**config.mk**
```make
export PLATFORM = sky130hd
export DESIGN_NAME = parallel_load_serializer
export DESIGN_NICKNAME = d
export VERILOG_FILES = /design/src/rtl/parallel_load_serializer.sv
export SDC_FILE = /design/constraint.sdc
export NUM_CORES = 1
export LEC_CHECK = 0
export ABC_AREA = 1
export BUFFER_PORTS_ARGS = -buffer_cell sky130_fd_sc_hd__clkbuf_2
export CAP_MARGIN = 20
export CELL_PAD_IN_SITES_DETAIL_PLACEMENT = 0
export CELL_PAD_IN_SITES_GLOBAL_PLACEMENT = 2
export CORE_AREA = 2 2 47 49
export DETAILED_ROUTE_END_ITERATION = 12
export DIE_AREA = 0 0 49 51
export PLACE_DENSITY_LB_ADDON = 0.1
export SLEW_MARGIN = 30
export SYNTH_ARGS = -nofsm -noshare
export SYNTH_HDL_FRONTEND = slang
export SYNTH_SLANG_ARGS = --single-unit
```
**constraint.sdc**
```tcl
create_clock -name clk -period 1.3 [get_ports clk]
set_input_delay 0 -clock clk [delete_from_list [all_inputs] [get_ports clk]]
set_output_delay 0 -clock clk [all_outputs]
set_load 0.005 [all_outputs]
```
**src/rtl/parallel_load_serializer.sv**
```systemverilog
`default_nettype none
// ============================================================================
//  Module      : parallel_load_serializer
//  Description : Parallel-in, serial-out shifter with valid/ready load side,
//                per-word LSB/MSB-first order and consumer stall.
//  Revision    : 1.0 - initial release
// ============================================================================
module parallel_load_serializer #(
    parameter int WIDTH = 4
) (
    input  logic             clk,
    input  logic             rst,
    input  logic             mode,
    input  logic             load_valid,
    input  logic [WIDTH-1:0] load_data,
    input  logic             shift_en,
    output logic             load_ready,
    output logic             SO,
    output logic             so_valid,
    output logic             so_last,
    output logic [WIDTH-1:0] SR
);

    localparam int CNT_W = $clog2(WIDTH);
    localparam logic [CNT_W-1:0] c_LAST_CNT = CNT_W'(WIDTH - 1);

    typedef enum logic [0:0] {
        IDLE  = 1'b0,
        SHIFT = 1'b1
    } state_t;

    state_t           state_q, state_d;
    logic [WIDTH-1:0] sr_q, sr_d;
    logic [CNT_W-1:0] cnt_q, cnt_d;
    logic             mode_q, mode_d;

    logic w_last;
    logic w_accept;

    assign w_last     = (state_q == SHIFT) && (cnt_q == c_LAST_CNT);
    assign load_ready = (state_q == IDLE) | (w_last & shift_en);
    assign w_accept   = load_valid & load_ready;

    assign SO       = mode_q ? sr_q[0] : sr_q[WIDTH-1];
    assign so_valid = (state_q == SHIFT);
    assign so_last  = w_last;
    assign SR       = sr_q;

    always_ff @(posedge clk or negedge rst) begin
        if (!rst) begin
            state_q <= IDLE;
            sr_q    <= '0;
            cnt_q   <= '0;
            mode_q  <= 1'b0;
        end else begin
            state_q <= state_d;
            sr_q    <= sr_d;
            cnt_q   <= cnt_d;
            mode_q  <= mode_d;
        end
    end

    always_comb begin
        state_d = state_q;
        sr_d    = sr_q;
        cnt_d   = cnt_q;
        mode_d  = mode_q;

        // A load on the last-bit edge takes priority over the shift, which
        // is what lets consecutive words stream with no idle gap.
        if (w_accept) begin
            state_d = SHIFT;
            sr_d    = load_data;
            cnt_d   = '0;
            mode_d  = mode;
        end else if ((state_q == SHIFT) && shift_en) begin
            sr_d  = mode_q ? {1'b0, sr_q[WIDTH-1:1]} : {sr_q[WIDTH-2:0], 1'b0};
            cnt_d = cnt_q + CNT_W'(1);
            if (w_last) begin
                state_d = IDLE;
                cnt_d   = '0;
            end
        end
    end

endmodule
`default_nettype wire

```
==> results of run 1 <==
==> per-stage QoR <==
step                TNS [ns]  hold WS, ns  setup slack, ns  utilization [%]
finish                     0       0.0726            0.108             30.5
global route        -0.00293       0.0886         -0.00293             30.5
CTS                        0       0.0643           0.0429             29.5
detailed placement         0       -0.129           0.0520             27.5
global placement           0       -0.123           0.0805             27.5
floorplan                  0       -0.296            0.161                -
==> layout make-up <==
cell class	count	area (um^2)
clock buffers	3	22.5
repair buffers	19	108
well taps	28	35.0
inverters	6	22.5
multi-input cells	47	241
fillers	251	1430
flip-flops and latches	8	200
==> state kept, by name, indices dropped and copies added, names as in the netlist <==
register,count
cnt_q,2
SR,4
so_valid,1
mode_q,1
==> worst max-delay path by stage <==
stage              from  endpoint  slack (ns)  cells after the start
2_1_floorplan  cnt_q[0]     SR[1]        0.16                      7
4_1_cts        cnt_q[0]     SR[2]        0.04                      7
5_1_grt        cnt_q[0]     SR[0]      -0.003                      8
3_3_place_gp   cnt_q[0]     SR[2]        0.08                      7
6_report       cnt_q[0]  cnt_q[0]        0.11                      7
3_5_place_dp   cnt_q[0]     SR[2]        0.05                      7
==> cells in the final DEF (no fill, tap or decap), drive strengths merged <==
master       instances
nand2               30
clkbuf              19
dfrtp                8
nand3                7
inv                  5
o21ai                4
nand3b               3
dlygate4sd3          2
clkinv               1
or2                  1
nor2                 1
ha                   1
buf                  1
==> cells by family after synthesis <==
| group | count (synthesis) |
|---|---|
| AOI/OAI and AO/OA | 4 |
| adders and majority gates | 1 |
| buffers and inverters | 7 |
| DFF | 8 |
| and+or+nand+nor | 42 |
==> per-layer routing <==
layer	global-route usage (%)	vias to the layer above
met4	3.33	0
met2	18.0	13
met3	5.56	2
li1	-	239
met1	11.9	192
met5	0	-
==> worst max-delay path, stage by stage (launching register included) <==
cell     delay (ns)
dfrtp_1        0.39
ha_1           0.23
nand2_2        0.08
nand2_4        0.08
nand2_4        0.11
buf_4          0.11
nand3_1        0.06
nand2_1        0.07
==> power by group through the flow <==
| stage | Clock, uW | Sequential [uW] | Combinational (uW) |
|---|---|---|---|
| after floorplan | 0 | 434 | 343 |
| after global placement | 0 | 472 | 517 |
| after detailed placement | 0 | 471 | 502 |
| after CTS | 208 | 468 | 509 |
| after global routing | 221 | 491 | 620 |
| final | 194 | 467 | 522 |
==> timing repair <==
action | 4_1_cts | 5_1_grt
hold buffers | 2 | 0
resized for setup | 0 | 3
setup buffers | 0 | 1
hold endpoints to repair | 9 | 0
setup endpoints to repair | 0 | 4
==> flow_summary.ini, run 1 <==
[synthesis]
synth.area.mux_share_pct = 0
synthFlopType = dfrtp_1
synthXorXnorAreaFrac_pct = 0
synthSimpleGateAreaFrac_pct = 40.7
synth_fa_ha_area_share_pct = 2.75
yosys_warnings = 0
synth_top_family_by_area = simple AND/OR/NAND/NOR gates
syn_area_um2 = 455
yosysSeqAreaShare_pct = 44.0
synthTopCellsByCount = nand2_1 (28), dfrtp_1 (8), nand3_1 (7)
syn_avg_cell_area_um2 = 7.35
ys_ff_latch = 8
synth.largest_area_cell = dfrtp_1
async_flop_share_pct = 100
syn_inst = 62
synth-compound-area-share_pct = 6.87
synth_edf_count = 0
synth_area_leaders = dfrtp_1 (44%), nand2_1 (23%), nand3_1 (7.7%)
synth_top_area_share_pct = 44.0
syn-num-nets = 72
yosysMostFrequentCell = nand2_1
ys_types = 15

[floorplanning]
ios = 17
dieArea_um2 = 2500
initial_core_util_pct = 22.1
fp-row-count = 17
core_um2 = 2060
chipHeight_um = 51
die_w_um = 49

[pwr]
p_int_uw = 698
p_switching_uw = 484
combPwrFrac_pct = 44.2
p_per_area_nw_per_um2 = 1880
seqPwrFrac_pct = 39.5
p_sw_share_pct = 40.9
finalPower_uw = 1180
vdd_drop_max_mv = 0.648
clockPowerShare_pct = 16.4
power_leakage_uw = 0.000352

[timing]
period_share_pct = 91.7
setup_viol = 0
max_slew.worst_pin.slew_ns = 0.255
fin_crit_ns = 1.19
final_max_slew_viol_count = 0
max_clock_freq_mhz = 839
skew_ns = 0.00327
hold_viol = 0
timing.slew.headroom_pct = 83.0

[worst_setup_path]
cp.required_ns = 1.49
reg2reg_slack_ns = 0.11
crit_path_start_kind = register
crit_type = reg2reg
cp.arrival_ns = 1.39
end_kind = register
rr_startpoint = cnt_q[0]
crit_fanout = 8
r2r_cells = 7
r2r-end = cnt_q[0]

[routing]
drt_iter0_drc = 1
ant_nets = 0
vias = 446
dr.pass1.iters = 3
drt_wl_total_mm = 1.18
wl_met3_um = 60
wl_met1_um = 538
highest_layer = met4
drc = 0
wl_met2_um = 561
via_per_inst = 4.02
wl_per_cell_um = 10.6

[cts]
cts_root_buf = clkbuf_4
cts_max_level = 1
clk_pin_slew_ns = 0.06
cts.path.max_buffers = 2
cts_tree = built
clk_latency_ns = 0.25
cts_sinks = 8
numCtsBuffers = 3

[finish]
fin_area_um2 = 629
antennaDiodeCount = 0
area_growth_pct = 38.2
drive_above_1_share_pct = 31.3
final_cell_count_no_fill = 111
fin_nets = 95

[grt]
grtUsageTotal_pct = 10.8
grt_pass1_vias = 469
grt_pass1_wl_mm = 1.99
antenna_found_initial = 0
grt_overflow = 0
grt_max_degree = 10

[status]
status = complete, no violations

[placed_design]
io_buffers = 16
place_congestion = 0.674
dpl_cell_area_um2 = 567
dp_cells = 105
post-dp-hpwl_um = 871

[hold_path]
min_to = SR[0]
min_path_cells = 5
hp-start = load_data[0]
hold_path_class = in2reg

[run]
maxCapViolCount = 0
Power figures use the tool's default switching activity.
==> run 2: changes to the inputs <==
--- a/config.mk
+++ b/config.mk
@@ -8,11 +8,12 @@
 export ABC_AREA = 1
 export BUFFER_PORTS_ARGS = -buffer_cell sky130_fd_sc_hd__clkbuf_2
 export CAP_MARGIN = 20
-export CELL_PAD_IN_SITES_DETAIL_PLACEMENT = 0
-export CELL_PAD_IN_SITES_GLOBAL_PLACEMENT = 2
-export CORE_AREA = 2 2 47 49
+export CELL_PAD_IN_SITES_DETAIL_PLACEMENT = 1
+export CELL_PAD_IN_SITES_GLOBAL_PLACEMENT = 1
+export CORE_AREA = 2 2 41 43
+export CTS_BUF_LIST = sky130_fd_sc_hd__clkbuf_2
 export DETAILED_ROUTE_END_ITERATION = 12
-export DIE_AREA = 0 0 49 51
+export DIE_AREA = 0 0 43 45
 export PLACE_DENSITY_LB_ADDON = 0.1
 export SLEW_MARGIN = 30
 export SYNTH_ARGS = -nofsm -noshare
==> run 2 against run 1 <==
  * Combinational power grew 3%
  * Routed wire length shrank 0.68%
  * Clock skew is essentially flat
  * Register-to-register slack is essentially flat
  * Clock power shrank 21%
  * Maximum frequency shrank 1.2%
  * Utilization grew 11 points
  * First-iteration DRC count shrank 100%
  * Count of clock-buffer cells in the layout is the same
  * Sequential cell count is the same
  * Critical endpoint is now SR[1]
  * Largest power group unchanged
  * Highest routed layer is now met3
==> flow_summary.ini, run 2 (same netlist as run 1, synthesis figures left out) <==
[floorplanning]
chipHeight_um = 45
fp-row-count = 14
core_um2 = 1470
dieArea_um2 = 1940
initial_core_util_pct = 31.0
die_w_um = 43
ios = 17

[cts]
clk_latency_ns = 0.24
cts.path.max_buffers = 2
cts_max_level = 1
numCtsBuffers = 3
cts_sinks = 8
cts_tree = built
cts_root_buf = clkbuf_2
clk_pin_slew_ns = 0.08

[placed_design]
post-dp-hpwl_um = 878
dpl_cell_area_um2 = 552
io_buffers = 16
place_congestion = 0.716
post-place-ws_ns = 0.0527

[pwr]
seqPwrFrac_pct = 40.0
p_int_uw = 664
p_switching_uw = 490
finalPower_uw = 1150
p_per_area_nw_per_um2 = 1910
power_leakage_uw = 0.000351
combPwrFrac_pct = 46.8
p_sw_share_pct = 42.5
vdd_drop_max_mv = 0.652
clockPowerShare_pct = 13.2

[finish]
fill_cells = 196
fin_nets = 95
fin_area_um2 = 604
antennaDiodeCount = 0
largest_register_ffs = 4
layout_commonest_cell = nand2_1
area_growth_pct = 32.7
drive_above_1_share_pct = 30.1
mostFrequentLayoutCells = nand2_1 (28), clkbuf_2 (19), dfrtp_1 (8)
final_util_pct = 41.1

[worst_setup_path]
crit_type = reg2reg
rr_startpoint = cnt_q[1]
end_kind = register
crit_path_start_kind = register
cp.arrival_ns = 1.34
crit_fanout = 8
cp-startpoint = cnt_q[1]
cp.required_ns = 1.44

[routing]
drt_iter0_drc = 0
ant_nets = 0
via_per_inst = 4.70
wl_per_cell_um = 11.8
drc = 0
vias = 465
drt_wl_total_mm = 1.17
dr.pass1.iters = 1

[grt]
grtUsageTotal_pct = 14.7
grt_pass1_vias = 486
antenna_found_initial = 0
grt_max_degree = 10
grt_overflow = 0
grt_pass1_wl_mm = 2.02

[timing]
final_max_slew_viol_count = 0
fin_crit_ns = 1.21
max_slew.worst_pin.slew_ns = 0.271
setup_viol = 0
hold_viol = 0
timing.slew.headroom_pct = 82.0
skew_ns = 0.00298
setup_slack_ns = 0.0932
max_clock_freq_mhz = 829
period_share_pct = 92.8
timing.hold.ws_ns = 0.0870

[run]
maxCapViolCount = 0

[hold_path]
hp-start = load_data[0]
hold_path_class = in2reg

[status]
status = complete, no violations
[run 2: power groups by stage]
stage	registers [uW]	logic, uW	clock network (uW)
after CTS	466	514	161
after global placement	466	509	0
after detailed placement	471	504	0
after global routing	485	627	177
after floorplan	434	343	0
final	461	540	153
[run 2: worst paths after layout]
check / cells past startpoint / slack, ns / endpoint
worst min-delay path: 5 / 0.09 / SR[0]
worst max register to register: 7 / 0.09 / SR[1]
worst min register to register: 2 / 0.52 / SR[3]
max in group asynchronous: 2 / 0.99 / SR[0]
worst max-delay path: 7 / 0.09 / SR[1]
min in group asynchronous: 2 / 0.13 / SR[2]
[run 2: critical path: stages (launching register included)]
cell	delay (ns)
dfrtp_1	0.40
ha_1	0.20
nand2_1	0.10
nand2_4	0.10
nand2_4	0.11
nand2_1	0.07
nand3_1	0.07
nand2_1	0.05
[run 2: per-stage QoR]
| stage | cells | TNS, ns |
|---|---|---|
| 2_1_floorplan | 62 | 0 |
| 3_3_place_gp | 93 | 0 |
| 3_5_place_dp | 93 | 0 |
| 4_1_cts | 98 | 0 |
| 5_1_grt | 99 | -0.0147 |
| 6_report | 99 | 0 |
[run 2: cell type report]
class                   count  area [um^2]  share of cell area, %
inverters                   6         22.5                   3.73
multi-input cells          47          239                   39.5
repair buffers             19          108                   17.8
flip-flops and latches      8          200                   33.1
clock buffers               3         15.0                   2.48
well taps                  16         20.0                   3.31
[run 2: layer usage]
layer	vias to the layer above	global-route usage (%)	part of all wire, %
li1	239	-	-
met1	212	17.0	46
met2	14	23.9	47
met3	0	7.20	6.8
met4	0	5.45	0
met5	-	0	0
[run 2: timing repair]
action                                  CTS  global route
endpoints found under the setup margin    0             5
endpoints found under the hold margin     9             0
gates resized for setup                   0             2
hold buffers                              2             0
buffers inserted                          0             1
==> run 3: changes to the inputs <==
--- a/config.mk
+++ b/config.mk
@@ -11,7 +11,8 @@
 export CELL_PAD_IN_SITES_DETAIL_PLACEMENT = 1
 export CELL_PAD_IN_SITES_GLOBAL_PLACEMENT = 1
 export CORE_AREA = 2 2 41 43
-export CTS_BUF_LIST = sky130_fd_sc_hd__clkbuf_2
+export CTS_BUF_LIST = sky130_fd_sc_hd__clkbuf_4
+export CTS_CLUSTER_DIAMETER = 50
 export DETAILED_ROUTE_END_ITERATION = 12
 export DIE_AREA = 0 0 43 45
 export PLACE_DENSITY_LB_ADDON = 0.1
==> run 3 against run 2 <==
  * Utilization grew 0.68 points
  * Worst hold slack worse by 0.016 ns
  * Final cell count unchanged
  * Combinational power barely moved
  * Clock skew fell by 0.0027 ns
  * Total power grew 4.0%
  * Sequential power about the same
  * Die area unchanged
  * Sequential share of layout area down 0.54 points
  * Routed wire length increased by 0.26%
  * Critical endpoint is now SR[3]
==> flow_summary.ini, run 3 (same netlist as run 1, synthesis figures left out) <==
[floorplanning]
ios = 17
chipHeight_um = 45
core_um2 = 1470
fp-row-count = 14
dieArea_um2 = 1940
initial_core_util_pct = 31.0
die_w_um = 43

[pwr]
p_sw_share_pct = 40.8
power_leakage_uw = 0.000353
p_switching_uw = 490
p_int_uw = 711
combPwrFrac_pct = 45.2
p_per_area_nw_per_um2 = 1950
clockPowerShare_pct = 16.3
vdd_drop_max_mv = 0.730
seqPwrFrac_pct = 38.5

[worst_setup_path]
path_buf_inv = 0
crit_fanout = 8
cp_slowest_cell = dfrtp_1
crit_cells = 7
cp.arrival_ns = 1.33
crit_type = reg2reg
max_stage_delay_ns = 0.39
cp.required_ns = 1.45
cp_top_family = simple AND/OR/NAND/NOR gates
end_kind = register
r2r_cells = 7
crit_path_start_kind = register
path_cells = ha_1, nand2_2, nand2_4, nand2_4, nand2_1, nand3_1, nand2_1

[cts]
clk_pin_slew_ns = 0.06
numCtsBuffers = 3
cts.path.max_buffers = 2
cts_max_level = 1
clk_latency_ns = 0.26
cts_sinks = 8
cts_root_buf = clkbuf_4
cts_tree = built

[grt]
grt_pass1_wl_mm = 2.04
grtUsageTotal_pct = 14.9
antenna_found_initial = 0
grt_pass1_vias = 496
grt_max_degree = 10
grt_overflow = 0

[placed_design]
io_buffers = 16
post-dp-hpwl_um = 878
dp_cells = 93
place_congestion = 0.716

[routing]
drt_iter0_drc = 4
drt_wl_total_mm = 1.17
via_per_inst = 4.78
vias = 473
ant_nets = 0
wl_per_cell_um = 11.8
dr.pass1.iters = 4
drc = 0

[finish]
mostFrequentLayoutCells = nand2_1 (27), clkbuf_2 (16), dfrtp_1 (8)
drive_above_1_share_pct = 31.3
final_util_pct = 41.8
layout_commonest_cell = nand2_1
antennaDiodeCount = 0
fin_nets = 95
final_cell_count_no_fill = 99
largest_register_ffs = 4
area_growth_pct = 34.9

[timing]
fin_setup_tns_ns = 0
hold_viol = 0
max_slew.worst_pin.slew_ns = 0.268
timing.slew.headroom_pct = 82.1
max_clock_freq_mhz = 845
fin_crit_ns = 1.18
period_share_pct = 91.0
setup_viol = 0
skew_ns = 0.000280
final_max_slew_viol_count = 0

[status]
status = complete, no violations

[run]
maxCapViolCount = 0

[hold_path]
min_path_cells = 5
hold_path_class = in2reg
==> run 3: cell types whose count changed in the layout (fill, tap and decap cells not counted) <==
cell,delta
nand2_2,+1
nand2_1,-1
clkbuf_2,-3
clkbuf_4,+3
==> run 3: final cells by class <==
class / instances / area (um^2)
fillers: 195 / 857
multi-input cells: 47 / 241
flip-flops and latches: 8 / 200
repair buffers: 19 / 108
clock buffers: 3 / 22.5
inverters: 6 / 22.5
well taps: 16 / 20.0
==> run 3: final timing paths <==
kind	startpoint	endpoint	slack, ns
setup / recovery	cnt_q[1]	SR[3]	0.12
max in group asynchronous	rst	SR[0]	1.00
hold reg to reg	SR[3]	SR[3]	0.51
hold / removal	load_data[0]	SR[0]	0.07
min in group asynchronous	rst	cnt_q[0]	0.12
setup reg to reg	cnt_q[1]	SR[3]	0.12
==> run 3: per-stage QoR <==
step | setup slack [ns] | total power, uW | hold slack (ns) | area, um^2
finish | 0.116 | 1200 | 0.0711 | 614
global route | -0.00660 | 1340 | 0.0767 | 614
CTS | 0.0443 | 1190 | 0.0675 | 594
detailed placement | 0.0527 | 974 | -0.137 | 552
global placement | 0.0949 | 975 | -0.134 | 552
floorplan | 0.161 | 777 | -0.296 | 455
==> run 3: power groups by stage <==
stage / sequential (uW) / clock, uW / combinational (uW)
final: 462 / 196 / 543
after global routing: 485 / 223 / 635
after CTS: 466 / 205 / 514
after detailed placement: 471 / 0 / 504
after global placement: 466 / 0 / 509
after floorplan: 434 / 0 / 343
==> run 3: timing repair <==
item	in CTS	in global routing
endpoints found under the setup margin	0	5
gates resized for setup	0	3
buffers inserted	0	1
endpoints found under the hold margin	9	0
hold buffers	2	0
==> run 3: tightest hold or removal path: stages <==
cell and delay, ns:
clkbuf_2 0.08, nand3_1 0.07, nand2_1 0.05, nand2_1 0.05, nand2_1 0.04
==> run 3: layer usage <==
layer	up-vias	GRT usage (%)	share of wire [%]
met5	-	0	0
met4	0	5.45	1.1
met3	2	7.20	6.8
met2	15	24.8	46
met1	218	16.7	46
li1	238	-	-
